$ cat config.mk
export PLATFORM = sky130hd
export DESIGN_NAME = cla4bitbist
export DESIGN_NICKNAME = d
export VERILOG_FILES = /design/src/rtl/cla4bitbist.sv
export SDC_FILE = /design/constraint.sdc
export NUM_CORES = 1
export LEC_CHECK = 0
export CORE_MARGIN = 2
export CORE_UTILIZATION = 42
export DETAILED_ROUTE_END_ITERATION = 10
export PLACE_DENSITY = 0.83
export SYNTH_ARGS = -nofsm -noshare
export SYNTH_HDL_FRONTEND = slang
export SYNTH_SLANG_ARGS = --single-unit
$ cat constraint.sdc
create_clock -name clk -period 2.8 [get_ports clk]
set_input_delay 0.84 -clock clk [delete_from_list [all_inputs] [get_ports clk]]
set_output_delay 0.84 -clock clk [all_outputs]
set_load 0.01 [all_outputs]
$ cat src/rtl/cla4bitbist.sv
// Built-in self-test sweep for a WIDTH-bit adder: drives every {Cin, A, B} vector,
// checks {cout, sum} against a full-width reference and records the outcome.
module cla4bitbist #(
    parameter int unsigned WIDTH  = 4,
    parameter int unsigned SETTLE = 1
) (
    input  logic                 clk,
    input  logic                 rst,
    input  logic                 start,
    output logic [WIDTH-1:0]     A,
    output logic [WIDTH-1:0]     B,
    output logic                 Cin,
    input  logic [WIDTH-1:0]     sum,
    input  logic                 cout,
    output logic                 busy,
    output logic                 done,
    output logic                 pass,
    output logic [2*WIDTH+1:0]   err_count,
    output logic                 fail_seen,
    output logic [2*WIDTH:0]     first_fail
);

    localparam int unsigned VW          = 2 * WIDTH + 1;
    localparam int unsigned EW          = 2 * WIDTH + 2;
    localparam int unsigned CW          = (SETTLE > 1) ? $clog2(SETTLE) : 1;
    localparam int unsigned SETTLE_LAST = (SETTLE > 0) ? SETTLE - 1 : 0;

    typedef enum logic [1:0] {
        ST_IDLE,
        ST_WAIT,
        ST_CHECK,
        ST_DONE
    } state_t;

    localparam state_t RUN_STATE = (SETTLE == 0) ? ST_CHECK : ST_WAIT;

    state_t          state;
    state_t          state_next;
    logic [VW-1:0]   vec;
    logic [CW-1:0]   cnt;
    logic            load_first_c;
    logic            last_vec_c;
    logic            mismatch_c;
    logic [WIDTH:0]  expected_c;

    assign B   = vec[WIDTH-1:0];
    assign A   = vec[2*WIDTH-1:WIDTH];
    assign Cin = vec[2*WIDTH];

    // Reference is one bit wider than the operands so the carry is checked explicitly.
    assign expected_c = (WIDTH+1)'(A) + (WIDTH+1)'(B) + (WIDTH+1)'(Cin);
    assign mismatch_c = ({cout, sum} != expected_c);
    assign last_vec_c = (vec == {VW{1'b1}});

    always_ff @(posedge clk) begin
        if (rst) begin
            state <= ST_IDLE;
        end else begin
            state <= state_next;
        end
    end

    always_comb begin
        state_next   = state;
        load_first_c = 1'b0;
        case (state)
            ST_IDLE, ST_DONE: begin
                if (start) begin
                    state_next   = RUN_STATE;
                    load_first_c = 1'b1;
                end
            end
            ST_WAIT: begin
                if (cnt == CW'(SETTLE_LAST)) begin
                    state_next = ST_CHECK;
                end
            end
            ST_CHECK: begin
                state_next = last_vec_c ? ST_DONE : RUN_STATE;
            end
            default: state_next = ST_IDLE;
        endcase
    end

    // Vector, settle counter and result bookkeeping.
    always_ff @(posedge clk) begin
        if (rst) begin
            vec        <= '0;
            cnt        <= '0;
            err_count  <= '0;
            fail_seen  <= 1'b0;
            first_fail <= '0;
            pass       <= 1'b0;
            busy       <= 1'b0;
            done       <= 1'b0;
        end else begin
            busy <= (state_next == ST_WAIT) || (state_next == ST_CHECK);
            done <= (state_next == ST_DONE);
            if (load_first_c) begin
                vec        <= '0;
                cnt        <= '0;
                err_count  <= '0;
                fail_seen  <= 1'b0;
                first_fail <= '0;
                pass       <= 1'b0;
            end else if (state == ST_WAIT) begin
                cnt <= (cnt == CW'(SETTLE_LAST)) ? '0 : cnt + CW'(1);
            end else if (state == ST_CHECK) begin
                if (mismatch_c) begin
                    if (err_count != {EW{1'b1}}) begin
                        err_count <= err_count + EW'(1);
                    end
                    if (!fail_seen) begin
                        first_fail <= vec;
                        fail_seen  <= 1'b1;
                    end
                end
                if (last_vec_c) begin
                    pass <= !mismatch_c && (err_count == '0);
                end else begin
                    vec <= vec + VW'(1);
                end
            end
        end
    end

endmodule

==> results of run 1 <==
[metrics by stage]
step                utilization (%)  cell area, um^2
floorplan                         -             1740
global placement              56.62             2265
detailed placement            56.62             2265
CTS                           58.65             2346
global route                  59.74             2390
finish                        59.74             2390
[synth_stat cells (2+ instances only)]
cell / n
o21a_1: 2
a21oi_1: 16
o31ai_1: 5
dfxtp_1: 34
a31oi_1: 4
nor3_1: 2
ha_1: 10
xnor2_1: 5
o21ai_2: 2
a21o_1: 2
a211oi_1: 2
clkbuf_1: 3
o21ai_0: 13
buf_1: 2
and4_1: 2
or3_1: 2
xor2_1: 5
and3_1: 2
nand3b_1: 2
nand4_1: 5
a41o_1: 2
nand2_1: 17
nor2b_1: 5
fa_1: 2
or4_1: 3
nor2_1: 16
inv_1: 10
nand4b_1: 2
nand3_1: 16
[cell usage in the layout, fill, tap and decap left out, drive strengths merged, types with 2 or more instances in the layout]
cell type      count
o21ai             15
nand3             16
or3                2
or4                3
fa                 2
a21oi             16
a211oi             2
nor2              16
a41o               2
and4               2
inv               10
o31ai              5
xor2               5
clkbuf             8
nand3b             2
nor2b              5
dfxtp             34
and3               2
ha                10
nand4              5
clkdlybuf4s50     39
a21o               2
nor3               2
nand4b             2
xnor2              6
buf               13
o21a               2
a31oi              4
nand2             17
[kinds of logic (layout without fill, tap and decap cells)]
logic type	count (synthesis)	count (layout)	synth area share, %
xor gates and xnor gates	11	11	5.984
AOI/OAI and AO/OA	51	51	18.24
buffers and inverters	17	70	3.966
DFF	34	34	39.22
adders and majority gates	12	12	9.517
and+or+nand+nor	77	77	23.07
[cell type report]
cell class | instances | area, um^2 | share of cell area (%)
Tap cell | 50 | 62.56 | 2.618
Multi-Input combinational cell | 151 | 1022 | 42.77
Timing Repair Buffer | 52 | 500.5 | 20.94
Clock buffer | 8 | 80.08 | 3.351
Inverter | 10 | 37.54 | 1.571
Sequential cell | 34 | 686.9 | 28.74
[flip-flops by register name, summed over array words and instances (netlist names)]
signal,count
fail_seen,1
err_count,10
state,2
done,1
busy,1
pass,1
vec,9
first_fail,9
[power groups by stage]
| stage | Sequential (mW) | Combinational [mW] | Clock, mW |
|---|---|---|---|
| final | 0.505 | 0.171 | 0.343 |
| after global routing | 0.506 | 0.193 | 0.363 |
| after CTS | 0.505 | 0.164 | 0.348 |
| after detailed placement | 0.516 | 0.163 | 0 |
| after global placement | 0.515 | 0.158 | 0 |
| after floorplan | 0.519 | 0.0948 | 0 |
[final timing paths]
path / startpoint / endpoint / slack, ns / depth (start not counted)
worst max-delay path: vec[0]$_SDFFE_PP0P_ / err_count[4]$_SDFFE_PP0P_ / 0.02 / 11
worst min-delay path: first_fail[5]$_SDFFE_PP0P_ / first_fail[5]$_SDFFE_PP0P_ / 0.47 / 2
worst max register to register: vec[0]$_SDFFE_PP0P_ / err_count[4]$_SDFFE_PP0P_ / 0.02 / 11
worst min register to register: first_fail[5]$_SDFFE_PP0P_ / first_fail[5]$_SDFFE_PP0P_ / 0.47 / 2
[layer usage]
layer	share of wire (%)	up-vias
li1	-	833
met1	45	763
met2	48	46
met3	3.9	13
met4	3.0	0
met5	0	-
[timing repair]
item,4_1_cts,5_1_grt
gates resized for setup,1,11
cloned,0,0
endpoints found under the hold margin,0,0
hold buffers,0,0
endpoints found under the setup margin,7,10
pin swaps,2,8
setup buffers,0,1
[worst min-delay path, cell delays in order, from the launching register on]
cell	delay (ns)
dfxtp_1	0.31
nand3_1	0.05
o21ai_0	0.06
==> impl_metrics.yaml, run 1 <==
power:
  fin_total_pwr_mw: 1.018
  switching_share_pct: 26.34
  p_clk_share_pct: 33.7
  power_per_cell_area_nw_per_um2: 426.1
  power_frac_seq_pct: 49.6
  comb_power_share_pct: 16.8
  p_leak_nw: 0.8828
  irDropWorstVdd_mv: 0.2716
  switchingPower_mw: 0.2682
  power.internal_mw: 0.7500
grt:
  overflow: 0
  grt_usage_pct: 19.35
  grt_pass1_wl_um: 6679
  busiest_layer: "met2"
  antenna_found_initial: 0
  grt_max_degree: 19
  grt_pass1_vias: 1519
  grtUsageMet1_pct: 22.70
  met2_usage_pct: 32.89
  grt_util_met3_pct: 4.276
setup_path:
  worstPathCellList: "inv_1 -> fa_2 -> inv_2 -> fa_1 -> a21o_1 -> a21oi_2 -> xnor2_2 -> o21ai_2 -> buf_4 -> or4_1 -> a21oi_1"
  critPathTopFamily: "adder cells"
  max_stage_delay_ns: 0.47
  end_kind: "register"
  startpoint_type: "register"
  crit_type: "register to register"
  arrival_ns: 2.99
  crit_fanout: 9
  critPathBufInv: 3
  cp.required_ns: 3.01
  slowest_stage: "fa_1"
synthesis:
  synth_nets: 222
  netlist_top_cells_area: "dfxtp_1, ha_1, a21oi_1, nand3_1, o21ai_0"
  ys_ff_latch: 34
  synth_largest_area_cell: "dfxtp_1"
  synth-async-reset-ratio_pct: 0
  ys_seq_area_share_pct: 39.22
  synth_edf_count: 0
  syn_inst: 202
  synth.distinct_cells: 38
  synth_area_um2: 1735
  yosys_warnings: 0
  yosys_most_used_dff: "dfxtp_1"
  synth_area_per_cell_um2: 8.591
  synth.top_cell.area_share_pct: 39.22
worst_hold_path:
  hold_path.class: "register to register"
sta:
  slew_headroom_pct: 71.44
  finalSetupTns_ns: 0
  fin_crit_ns: 2.782
  hold_ws_ns: 0.4682
  slew_viol_final: 0
  skew_ns: 0.004237
  finalSetupViolCount: 0
  fmax_mhz: 359.5
  rsz0062_at_grt: "true"
  fin_crit_sh_pct: 99.35
  tightest_slew_ns: 0.4284
  setup_slack_ns: 0.01815
  hold_viol: 0
cts:
  clockBufferDepth: 2
  cts_tree: "yes"
  cts.sinks: 34
  cts_buffers: 5
  clockRootBuffer: "clkbuf_8"
  clock_latency_ns: 0.28
  h-tree-depth: 2
  clkSlewWorstSetupHoldPaths_ns: 0.07
placed_design:
  numPortBuffers: 39
  dp_cells: 296
  pre_cts_ws_ns: -0.1262
  place_congestion: 0.8579
  hpwl_um: 3108
layout:
  n_antenna_cell: 0
  drive_gt1_share_pct: 13.73
  instances_no_fill: 305
  fill_cells: 350
  fin_nets: 274
  synthToLayoutAreaGrowth_pct: 37.71
floorplanning:
  fp.dieArea_um2: 4662
  ios: 40
  fp.coreArea_um2: 4000
  die_h_um: 68.28
  start_util_pct: 43.38
  rows: 23
  die_w_um: 68.28
run:
  max-cap-violations: 0
outcome:
  status: "complete, no violations"
routing:
  wl_per_cell_um: 14.09
  drtAntennaViolNets: 0
  vias: 1655
  via_per_inst: 5.426
  finalWirelength_um: 4296
  drc: 0
  first_pass_iters: 4
  drt_iter0_drc: 126
(Power assumes the default switching activity.)
==> run 2: changes to the inputs <==
CTS_BUF_LIST = sky130_fd_sc_hd__clkbuf_8   (was default)
GPL_ROUTABILITY_DRIVEN = 0   (was default)
==> run 2 against run 1 <==
  * Clock power is 3% lower
  * Cell count did not move
  * Via count decreased by 0.42%
  * Non-clock buffer count is the same
  * Core utilization stayed put
  * Critical endpoint unchanged
  * Sequential cell count unchanged
  * First-iteration DRC count rose by 4.0%
  * Clock skew hardly changed
  * Register-to-register slack barely moved
  * Sequential share of layout area stayed put
==> impl_metrics.yaml, run 2 (same netlist as run 1, synthesis figures left out) <==
setup_path:
  worstPathCellList: "inv_1 -> fa_2 -> inv_2 -> fa_1 -> a21o_1 -> a21oi_2 -> xnor2_2 -> o21ai_2 -> buf_4 -> or4_1 -> a21oi_1"
  r2r_end: "err_count[4]$_SDFFE_PP0P_"
  slowest_stage: "fa_1"
  reg2reg_depth: 11
  max_stage_delay_ns: 0.47
  critPathTopFamily: "adder cells"
  crit_cells: 11
  crit_type: "register to register"
  r2r_start: "vec[0]$_SDFFE_PP0P_"
  startpoint_type: "register"
  arrival_ns: 3.00
  crit_fanout: 9
  ff2ff_setup_slack_ns: 0.02
  end_kind: "register"
  cp.required_ns: 3.01
  critPathBufInv: 3
layout:
  multi_input_area_um2: 1022
  final_util_pct: 59.74
  largest_reg_flops: 10
  fill_cells: 350
  finish.instance_area_um2: 2390
  synthToLayoutAreaGrowth_pct: 37.71
  largestRegisters: "err_count x10, first_fail x9, vec x9"
  mostFrequentLayoutCell: "clkdlybuf4s50_1"
  seq_area_um2: 686.9
  fin_nets: 274
  n_antenna_cell: 0
  final_cell_mix: "clkdlybuf4s50_1, dfxtp_1, nand2_1"
  regMostFlops: "err_count"
  drive_gt1_share_pct: 13.73
sta:
  slew_viol_final: 0
  fin_crit_ns: 2.783
  hold_viol: 0
  setup_slack_ns: 0.01730
  finalSetupTns_ns: 0
  finalSetupViolCount: 0
  fmax_mhz: 359.4
  skew_ns: 0.004084
  tightest_slew_ns: 0.4296
  slew_headroom_pct: 71.36
  rsz0062_at_grt: "true"
  fin_crit_sh_pct: 99.38
floorplanning:
  start_util_pct: 43.38
  die_w_um: 68.28
  fp.dieArea_um2: 4662
  die_h_um: 68.28
  ios: 40
  rows: 23
  fp.coreArea_um2: 4000
grt:
  grtUsageMet1_pct: 22.70
  busiest_layer: "met2"
  grt_pass1_vias: 1519
  grt_usage_pct: 19.35
  antenna_found_initial: 0
  overflow: 0
  grt_max_degree: 19
  met2_usage_pct: 32.89
  grt_pass1_wl_um: 6679
  grt_util_met3_pct: 4.276
cts:
  cts_buffers: 5
  clock_latency_ns: 0.28
  cts.sinks: 34
  cts_tree: "yes"
  clockRootBuffer: "clkbuf_8"
  hold_buffers: 0
  clockBufferDepth: 2
  clkSlewWorstSetupHoldPaths_ns: 0.06
  h-tree-depth: 2
worst_hold_path:
  hold_end: "first_fail[7]$_SDFFE_PP0P_"
  hold_path_depth: 2
  hp-start: "first_fail[7]$_SDFFE_PP0P_"
  hold_path.class: "register to register"
routing:
  first_pass_iters: 4
  drtAntennaViolNets: 0
  drc: 0
  finalWirelength_um: 4281
  via_per_inst: 5.403
  wl_per_cell_um: 14.04
  vias: 1648
  drt_iter0_drc: 131
placed_design:
  hpwl_um: 3108
  pre_cts_ws_ns: -0.1262
  placed_area_um2: 2265
  numPortBuffers: 39
power:
  fin_total_pwr_mw: 1.008
  p_leak_nw: 0.8953
  power_per_cell_area_nw_per_um2: 421.7
  irDropWorstVdd_mv: 0.2717
run:
  max-cap-violations: 0
outcome:
  status: "complete, no violations"
run 2: power by group:
group          switching (mW)  total (mW)  internal, mW  leakage [nW]
Sequential            0.00774       0.505         0.497         0.276
Clock                   0.167       0.332         0.165        0.0519
Combinational          0.0942       0.171        0.0764         0.567
run 2: worst max path at each step:
stage,startpoint,to,slack [ns]
after CTS,vec[4]$_SDFFE_PP0P_,pass$_SDFFE_PP0P_,0.02
final,vec[0]$_SDFFE_PP0P_,err_count[4]$_SDFFE_PP0P_,0.02
after global placement,sum[0],err_count[6]$_SDFFE_PP0P_,-0.03
after floorplan,vec[0]$_SDFFE_PP0P_,err_count[6]$_SDFFE_PP0P_,0.004
after global routing,vec[0]$_SDFFE_PP0P_,err_count[4]$_SDFFE_PP0P_,-0.06
after detailed placement,sum[2],err_count[8]$_SDFFE_PP0P_,-0.13
run 2: timing repair:
action                                  in CTS  in global routing
endpoints found under the setup margin       7                 10
resized for setup                            1                 11
setup buffers                                0                  1
pin swaps                                    2                  8
run 2: layout make-up:
| type | count | share of cell area [%] |
|---|---|---|
| inverter | 10 | 1.571 |
| clock inverter | 3 | 0.4712 |
| timing repair buffer | 52 | 20.94 |
| multi-input combinational | 151 | 42.77 |
| tap | 50 | 2.618 |
| sequential | 34 | 28.74 |
| clock buffer | 5 | 2.880 |
run 2: worst register-to-register path, stage by stage, from the launching register on:
cell	delay (ns)
dfxtp_2	0.32
inv_1	0.11
fa_2	0.23
inv_2	0.04
fa_1	0.47
a21o_1	0.22
a21oi_2	0.21
xnor2_2	0.20
o21ai_2	0.12
buf_4	0.19
or4_1	0.46
a21oi_1	0.14
run 2: routing by layer:
metal  vias up  part of all wire [%]
li1        833                     -
met1       758                    45
met2        44                    48
met3        13                   3.8
met4         0                   3.0
met5         -                     0
run 2: through the flow:
step | hold slack [ns] | std cells
2_1_floorplan | 0.4761 | 202
3_3_place_gp | 0.4587 | 296
3_5_place_dp | 0.4620 | 296
4_1_cts | 0.4732 | 304
5_1_grt | 0.5011 | 305
6_report | 0.4676 | 305
==> run 3: changes to the inputs <==
CTS_CLUSTER_DIAMETER = 80   (was default)
==> results of run 3 <==
Same layout as run 2: the final DEF is identical, and so are final timing and power.
